===== config.mk =====
export PLATFORM = sky130hd
export DESIGN_NAME = moving_avg_filter
export DESIGN_NICKNAME = d
export VERILOG_FILES = /design/src/rtl/moving_avg_filter.sv
export SDC_FILE = /design/constraint.sdc
export NUM_CORES = 1
export LEC_CHECK = 0
export CAP_MARGIN = 0
export CORE_ASPECT_RATIO = 1.5
export CORE_UTILIZATION = 30
export DETAILED_ROUTE_END_ITERATION = 16
export REMOVE_ABC_BUFFERS = 1
export SLEW_MARGIN = 20
export SYNTH_ARGS = -nofsm -noshare
export SYNTH_HDL_FRONTEND = slang
export SYNTH_SLANG_ARGS = --single-unit

===== constraint.sdc =====
create_clock -name clk -period 4.1 [get_ports clk]
set_input_delay 1.23 -clock clk [delete_from_list [all_inputs] [get_ports clk]]
set_output_delay 1.23 -clock clk [all_outputs]
set_load 0.01 [all_outputs]

===== src/rtl/moving_avg_filter.sv =====
// rtl/moving_avg_filter.sv - running-sum moving average anti-alias pre-filter
//
// Ports:
//   clk       : rising-edge clock
//   rst_n     : asynchronous active-low reset
//   en        : block enable; low freezes all state and ignores flush
//   flush     : synchronous clear of window, sum and fill count (qualified by en)
//   valid_in  : data_in carries a new sample this cycle
//   data_in   : signed input sample
//   data_out  : signed rounded window mean, held between updates
//   valid_out : one-cycle pulse when data_out carries a primed result
//   primed    : high once a full window has been accepted since reset/flush

module moving_avg_filter #(
  parameter int Width     = 10,
  parameter int LOG2_TAPS = 3
) (
  input  logic                    clk,
  input  logic                    rst_n,
  input  logic                    en,
  input  logic                    flush,
  input  logic                    valid_in,
  input  logic signed [Width-1:0] data_in,
  output logic signed [Width-1:0] data_out,
  output logic                    valid_out,
  output logic                    primed
);

  localparam int N  = 1 << LOG2_TAPS;
  localparam int SW = Width + LOG2_TAPS;   // exact width for a sum of N samples
  localparam int FW = LOG2_TAPS + 1;       // fill counts 0..N inclusive

  localparam logic [FW-1:0]        FULL = FW'(N);
  localparam logic signed [SW:0]   HALF = (SW+1)'(N / 2);

  logic signed [Width-1:0] win [N];
  logic [LOG2_TAPS-1:0]    wr_ptr;
  logic [FW-1:0]           fill;
  logic [FW-1:0]           fill_next;
  logic signed [SW-1:0]    sum;
  logic signed [SW-1:0]    sum_next;
  logic signed [Width-1:0] oldest;
  logic signed [SW:0]      rounded;
  logic signed [Width-1:0] mean;
  logic                    acc;

  assign acc = en & valid_in & ~flush;

  // Slot at wr_ptr holds the sample leaving the window; read it before the
  // write on this edge replaces it. Unwritten slots are zero, which gives the
  // zero-padded warm-up averages.
  always_comb begin
    oldest    = win[wr_ptr];
    sum_next  = sum + SW'(data_in) - SW'(oldest);
    fill_next = (fill == FULL) ? fill : fill + 1'b1;
    // One extra bit so the rounding offset cannot overflow the sum; the
    // arithmetic shift then rounds half toward +inf and the result always
    // fits back in Width.
    rounded   = (SW+1)'(sum_next) + HALF;
    mean      = Width'(rounded >>> LOG2_TAPS);
  end

  always_ff @(posedge clk or negedge rst_n) begin
    if (!rst_n) begin
      for (int i = 0; i < N; i++) win[i] <= '0;
      sum       <= '0;
      wr_ptr    <= '0;
      fill      <= '0;
      data_out  <= '0;
      valid_out <= 1'b0;
    end else if (en && flush) begin
      // Flush outranks a simultaneous sample; that sample is dropped.
      for (int i = 0; i < N; i++) win[i] <= '0;
      sum       <= '0;
      wr_ptr    <= '0;
      fill      <= '0;
      data_out  <= '0;
      valid_out <= 1'b0;
    end else if (acc) begin
      win[wr_ptr] <= data_in;
      sum         <= sum_next;
      wr_ptr      <= wr_ptr + 1'b1;   // power-of-two depth wraps for free
      fill        <= fill_next;
      data_out    <= mean;
      valid_out   <= (fill_next == FULL);
    end else begin
      valid_out <= 1'b0;
    end
  end

  // fill saturates at N, so it doubles as the FILLING/PRIMED state.
  assign primed = (fill == FULL);

endmodule


==> results by group, run 1 <==
Die
  • # IOs: 27
  • Placement Rows: 65
  • Die span in x: between 100 and 150 um
  • Initial core utilization: 30.75%
  • Die area: roughly 0.022 mm2
  • Die Height: 181.9 um
  • CORE AREA: roughly 0.021 mm2

Yosys
  • Register area share after synthesis: between 40% and 50%
  • Synth Flop Type: dfrtp_1
  • Top cells by area, synth: dfrtp_1 (43%), mux2i_1 (12%), nor2_1 (5.6%)
  • Number of flops mapped to enable cells by yosys: 0
  • Cell area after synthesis: between 0.006 and 0.007 mm2
  • Post-synthesis average cell area: 9.709 um2
  • Mapped Cells: between 600 and 700
  • Share of flip-flops with an asynchronous set or reset: 100.0%
  • Synth top area share: a little over two fifths
  • Largest area contributor in the netlist: dfrtp_1
  • Synth warn: 0
  • Distinct cell type count of the synthesized netlist: 58
  • Synth Register Bits: about 110

Setup path
  • Crit Path Class: flop to flop
  • Cells along the critical path: buf_12 -> buf_6 -> mux2i_1 -> o21ai_0 -> a211o_1 -> fa_1 -> inv_1 -> ha_1 -> a21o_1 -> and2_1 -> o311ai_1 -> a211oi_1 -> xnor2_1 -> and4bb_1 -> xor2_1 -> o21ai_1
  • Worst path required time: approximately 4.3 ns
  • CP max stage delay: about 0.50 ns
  • Crit-path slowest cell: fa_1
  • Critical path arrival: between 4 and 5 ns
  • Crit Path Max Fanout: 12
  • Crit. End Element: flop
  • Type of origin of the critical path: flop

Timing
  • Period minus WS final: roughly 3.9 ns
  • Final Skew: about 0.0086 ns
  • RSZ-0062 raised after global routing: yes
  • Slew margin rel.: 56.84%
  • Tightest Pin Transition: around 0.65 ns
  • Setup Viol. Count Final: 0
  • Fmax: between 200 and 300 MHz
  • Final Worst Setup Slack: 0.1529 ns
  • Final period utilization: 96.27%
  • Total Neg Setup Slack: 0 ns
  • Final Hold Viols: 0
  • Final Max Slew Viols: 0

Global routing
  • Total grt overflow: 0
  • Vias in the first global route: 5005
  • Total global-route track usage: 15.57%
  • Initial antenna violation count: 0
  • First-pass GRT wire length: between 20 and 30 mm
  • Pin count of the biggest net entering global routing: 69

Min path
  • Worst Hold Class: flop to flop

CTS
  • Root buf cell: clkbuf_16
  • Worst-path clk slew: roughly 0.080 ns
  • Clk_lat worst skew: 0.35 ns
  • Clk buf depth: 2
  • Cts bufs inserted: 9
  • H-tree Lvls: 3
  • TritonCTS clock tree: done
  • Clock sink total: 111

Power and ir drop
  • Worst vdd ir: 0.3823 mV
  • Leak pwr: about 3.6 nW
  • Cell Pwr Density: roughly 660 mW/mm2

Finish
  • Filler instances: 2080
  • Layout cell share with drive strength beyond 1: a little over a fifth
  • Layout Cells excl Fill: 1012
  • Commonest non-fill, non-tap cell in the layout: dfrtp_1
  • Commonest non-fill, non-tap cells in the layout: dfrtp_1 (109), nor2_1 (93), mux2i_1 (79)
  • N_diodes: 0
  • Layout area overhead: 24.23%
  • Final nets: ~780
  • Post-route cell area: roughly 0.0080 mm2
  • Post-Route Utilization: between 30% and 40%

Placed design
  • Cell Area, Placed: between 0.007 and 0.008 mm2
  • Post-DP HPWL: between 10 and 15 mm
  • Dpl cells: between 900 and 1000
  • Final Wtd Congestion: approximately 0.84
  • Port bufs: 26
  • Placement Setup Slack: -0.5195 ns

Job
  • Max Cap Violations: 0

Routing
  • 1st-pass router iterations: 4
  • Detailed-route wire length per cell: approximately 17 um
  • DRC Markers: 0
  • Initial DRC count: between 300 and 400
  • Vias/cell: just under 5
  • Total vias in the final route: ~5000
  • Routed Antenna Nets: 0
  • Total Wirelength: ~17 mm

Status
  • Outcome: completed
-- power breakdown --
part | leakage [nW] | internal, W | switching, W
combinational | 1.95 | 0.00159 | 0.00152
sequential | 1.52 | 0.00122 | 0.0000674
clock | 0.146 | 0.000485 | 0.000430
total | 3.61 | 0.00330 | 0.00202
-- sequential cells by signal (all words and copies together) (netlist names) --
name	flops
wr_ptr	3
fill	4
sum	13
win	80
valid_out	1
data_out	10
-- timing repair --
action                                 4_1_cts  5_1_grt
endpoints found under the hold margin        0        0
pin swaps                                    3        5
buffers inserted                             1        1
hold buffers                                 0        0
resized for setup                           12       29
setup endpoints to repair                    4        8
cloned                                       0        1
-- final timing paths --
| kind | start | endpoint | slack (ns) | depth (start not counted) |
|---|---|---|---|---|
| max in group asynchronous | rst_n | win[20] | 2.43 | 2 |
| max reg2reg | wr_ptr[0] | data_out[9] | 0.15 | 16 |
| min | data_out[5] | data_out[5] | 0.50 | 2 |
| max | wr_ptr[0] | data_out[9] | 0.15 | 16 |
| min reg2reg | data_out[5] | data_out[5] | 0.50 | 2 |
| min in group asynchronous | rst_n | fill[0] | 0.88 | 1 |
-- critical path: cells and delay by family, from the launching register on --
family          cells  cell delay, ns
compound gates      6            1.19
xor+xnor            2            0.30
fa+ha+maj           2            0.83
buf+inv             3            0.38
flops               1            0.45
mux                 1            0.18
simple gates        2            0.48
-- cell families after synthesis --
kind of cell / Yosys count / synth area share (%)
and+or+nand+nor: 218 / 16.02
DFF: 111 / 42.89
AOI/OAI and AO/OA: 100 / 10.14
buffers and inverters: 94 / 5.699
muxes: 93 / 14.99
adders and majority gates: 30 / 7.187
xor gates and xnor gates: 21 / 3.072
-- metrics by stage --
stage / total power, W / hold slack, ns
2_1_floorplan: 0.002973 / 0.4688
3_3_place_gp: 0.004137 / 0.4852
3_5_place_dp: 0.004161 / 0.4909
4_1_cts: 0.005180 / 0.5075
5_1_grt: 0.005720 / 0.5336
6_report: 0.005313 / 0.4994
-- routing by layer --
metal	GRT usage, %	wire [um]	vias to the layer above
met5	0	0	-
met1	19.75	7035	2468
li1	-	-	2407
met2	26.31	8700	85
met4	6.370	523	0
met3	2.041	509	33
-- synthesized netlist by cell type (3+ instances only) --
library cell and instances:
nor2_1 96, nor3_1 8, o21ai_0 26, a21oi_1 22, a221oi_1 5, buf_1 7, and3_1 3, a21o_1 4
o31ai_1 12, o21ai_1 3, nor4b_1 3, xnor2_1 11, nor2b_1 4, a22o_1 4, a211oi_1 3, xor2_1 8
nand2b_1 7, mux2i_1 79, and2_1 4, dfrtp_1 111, nand3b_1 3, ha_1 18, a22oi_1 6, nand3_1 26
inv_1 50, fa_1 12, mux2_2 12, buf_2 7, clkbuf_1 28, nand2_1 51
-- final cells by class --
type / instances / area [um2] / area share (%)
clock buffers: 10 / 229.0 / 2.846
clock inverters: 6 / 75.07 / 0.9331
inverters: 51 / 191.4 / 2.379
multi-input cells: 462 / 3518 / 43.73
flip-flops and latches: 111 / 2780 / 34.56
well taps: 268 / 335.3 / 4.168
repair buffers: 104 / 915.9 / 11.38
No activity file was read; power rests on OpenSTA's default activity.
==> inputs of run 2 (changes only) <==
CORE_MARGIN = 5   (was default)
==> run 2 against run 1 <==
  * Critical path depth shrank 1
  * Combinational power grew 2%
  * Sequential share of layout area shrank 0.54 points
  * Clock power shrank 4.9%
  * Worst hold slack lost 0.00053 ns
  * Via count grew 0.70%
  * Global-route usage shrank 1.5 points
  * Die area grew 11%
  * Critical path type unchanged
  * Highest routed layer unchanged
==> results by group, run 2 (synthesis results as in run 1) <==
Status
  • Outcome: completed

Job
  • Max Cap Violations: 0 (unchanged)

Timing
  • Final Skew: 0.009299 ns (+0.0007253 ns)
  • RSZ-0062 raised after global routing: yes
  • Period minus WS final: 3.935 ns (-0.01232 ns)
  • Final Hold Viols: 0 (unchanged)
  • Final period utilization: 95.97% (-0.30 points)
  • Min Hold Slack: 0.4989 ns (-0.0005280 ns)
  • Slew margin rel.: 49.59% (-7.3 points)
  • Final Max Slew Viols: 0 (unchanged)
  • Fmax: 254.1 MHz (+0.31%)
  • Total Neg Setup Slack: 0 ns (unchanged)
  • Setup Viol. Count Final: 0 (unchanged)
  • Tightest Pin Transition: 0.7561 ns (+0.1088 ns)

Die
  • Die span in x: 130.0 um (+6.6%)
  • Die area: 0.02469 mm2 (+11%)
  • # IOs: 27 (unchanged)
  • Initial core utilization: 30.63% (-0.12 points)
  • Placement Rows: 65 (unchanged)
  • Die Height: 189.9 um (+4.4%)
  • CORE AREA: 0.02115 mm2 (+0.39%)

Global routing
  • Most crowded layer after global routing: met2
  • Met3 Track Usage GR: 1.854% (-0.19 points)
  • M1 GR Usage: 16.63% (-3.1 points)
  • Met2 Use GR: 25.43% (-0.88 points)
  • Total grt overflow: 0 (unchanged)
  • Total global-route track usage: 14.06% (-1.5 points)
  • Vias in the first global route: 5301 (+5.9%)
  • Pin count of the biggest net entering global routing: 72 (+4.3%)
  • First-pass GRT wire length: 27.37 mm (+2.8%)
  • Initial antenna violation count: 0 (unchanged)

Finish
  • Largest reg by FF count: win
  • N_diodes: 0 (unchanged)
  • Commonest non-fill, non-tap cells in the layout: dfrtp_1 (109), nor2_1 (94), buf_4 (86)
  • Top Registers: win x80, sum x13, data_out x10
  • Layout cell share with drive strength beyond 1: 23.22% (+2.0 points)
  • Layout area overhead: 26.22%
  • Max FFs per register: 80 (unchanged)
  • Filler instances: 2115 (+1.7%)
  • Commonest non-fill, non-tap cell in the layout: dfrtp_1
  • Final nets: 798 (+1.8%)

Placed design
  • Post-DP HPWL: 12.09 mm (+5.3%)
  • Final Wtd Congestion: 0.8131 (-3.2%)
  • Port bufs: 26 (unchanged)

Routing
  • DRC Markers: 0 (unchanged)
  • Total Wirelength: 16.77 mm (about the same)
  • Detailed-route wire length per cell: 16.34 um (-1.4%)
  • Total vias in the final route: 5028 (+0.70%)
  • Routed Antenna Nets: 0 (unchanged)
  • Vias/cell: 4.901 (-0.67%)
  • 1st-pass router iterations: 6 (+2)
  • Initial DRC count: 314 (+3.0%)

CTS
  • Cts bufs inserted: 9 (unchanged)
  • Clk_lat worst skew: 0.36 ns (about the same)
  • Clock sink total: 111 (unchanged)
  • Worst-path clk slew: 0.08 ns (about the same)
  • TritonCTS clock tree: done
  • H-tree Lvls: 3 (unchanged)
  • Clk buf depth: 2 (unchanged)
  • Root buf cell: clkbuf_16

Setup path
  • Cells along the critical path: buf_12 -> buf_4 -> nand2b_1 -> o221ai_1 -> fa_1 -> buf_4 -> fa_1 -> nand2b_1 -> a21o_1 -> a21oi_1 -> xnor2_2 -> nor4_4 -> nand3_1 -> xnor2_1 -> o21ai_1
  • Type of origin of the critical path: flop
  • Crit Path Class: flop to flop
  • Critical path arrival: 4.16 ns (about the same)
  • Crit Path Max Fanout: 15 (+3)
  • Worst path required time: 4.32 ns (about the same)
  • Worst Path Buf+Inv: 3 (unchanged)
  • CP top delay family: adder cells
  • Crit-path slowest cell: dfrtp_2
  • CP max stage delay: 0.48 ns (-0.02 ns)
  • Crit. End Element: flop

Power and ir drop
  • Leak pwr: 3.682 nW (+1.9%)
  • Worst vdd ir: 0.3218 mV (-16%)
  • Cell Pwr Density: 652.7 mW/mm2 (-1.2%)

Min path
  • Worst Hold Class: flop to flop
[run 2: cell types whose count changed in the layout (fill, tap and decap cells not counted), sizes merged]
cell	previous run	this run
buf	78	93
inv	54	55
clkdlybuf4s50	21	20
dlymetal6s2s	1	2
clkinv	1	0
clkinvlp	1	3
bufinv	1	0
clkbuf	11	9
[run 2: path summary, 6_finish.rpt]
kind / from / endpoint / slack (ns) / cells after the start
worst max-delay path: wr_ptr[0] / data_out[8] / 0.17 / 15
worst min-delay path: data_out[5] / data_out[5] / 0.50 / 2
worst max register to register: wr_ptr[0] / data_out[8] / 0.17 / 15
worst min register to register: data_out[5] / data_out[5] / 0.50 / 2
max in group asynchronous: rst_n / wr_ptr[2] / 2.40 / 2
min in group asynchronous: rst_n / win[42] / 0.93 / 1
[run 2: where the power goes]
part	switching, W	internal (W)	leakage, nW	total [W]
combinational	0.00153	0.00165	2.03	0.00318
clock	0.000444	0.000426	0.133	0.000870
sequential	0.0000683	0.00122	1.52	0.00129
total	0.00205	0.00329	3.68	0.00534
[run 2: layer usage]
| metal | share of wire (%) | vias to the layer above |
|---|---|---|
| li1 | - | 2438 |
| met5 | 0 | - |
| met3 | 2.7 | 27 |
| met2 | 53 | 64 |
| met4 | 2.3 | 0 |
| met1 | 42 | 2499 |
[run 2: what timing repair did]
item,4_1_cts,5_1_grt
setup buffers,2,1
hold buffers,0,0
gates cloned,0,0
gates resized for setup,10,38
setup endpoints to repair,4,8
pin swaps,5,6
[run 2: per-stage QoR]
stage / instance area [um2] / util, % / setup WS (ns) / instances / total power (W)
final: 8174 / 38.66 / 0.1652 / 1026 / 0.005335
after global routing: 8174 / 38.66 / -0.04321 / 1026 / 0.005742
after CTS: 7965 / 37.67 / 0.001896 / 1025 / 0.005165
after detailed placement: 7637 / 36.12 / -0.5617 / 1007 / 0.004219
after global placement: 7637 / 36.12 / -0.5084 / 1007 / 0.004195
after floorplan: 6299 / - / -0.3181 / 624 / 0.002973
[run 2: layout make-up]
cell class	count	area, um2	area share, %
clock inverter	7	62.56	0.7653
timing repair buffer	118	1011	12.37
inverter	51	191.4	2.342
sequential	111	2780	34.01
multi-input combinational	462	3568	43.66
tap	268	335.3	4.102
clock buffer	9	225.2	2.755
[run 2: worst min-delay path: stages, from the launching register on]
cell,delay [ns]
dfrtp_1,0.35
nand3_1,0.06
o21ai_0,0.06
==> inputs of run 3 (changes only) <==
ABC_CLOCK_PERIOD_IN_PS = 4100   (was default)
==> results of run 3 <==
Same layout as run 2: the final DEF is identical, and so are final timing and power.
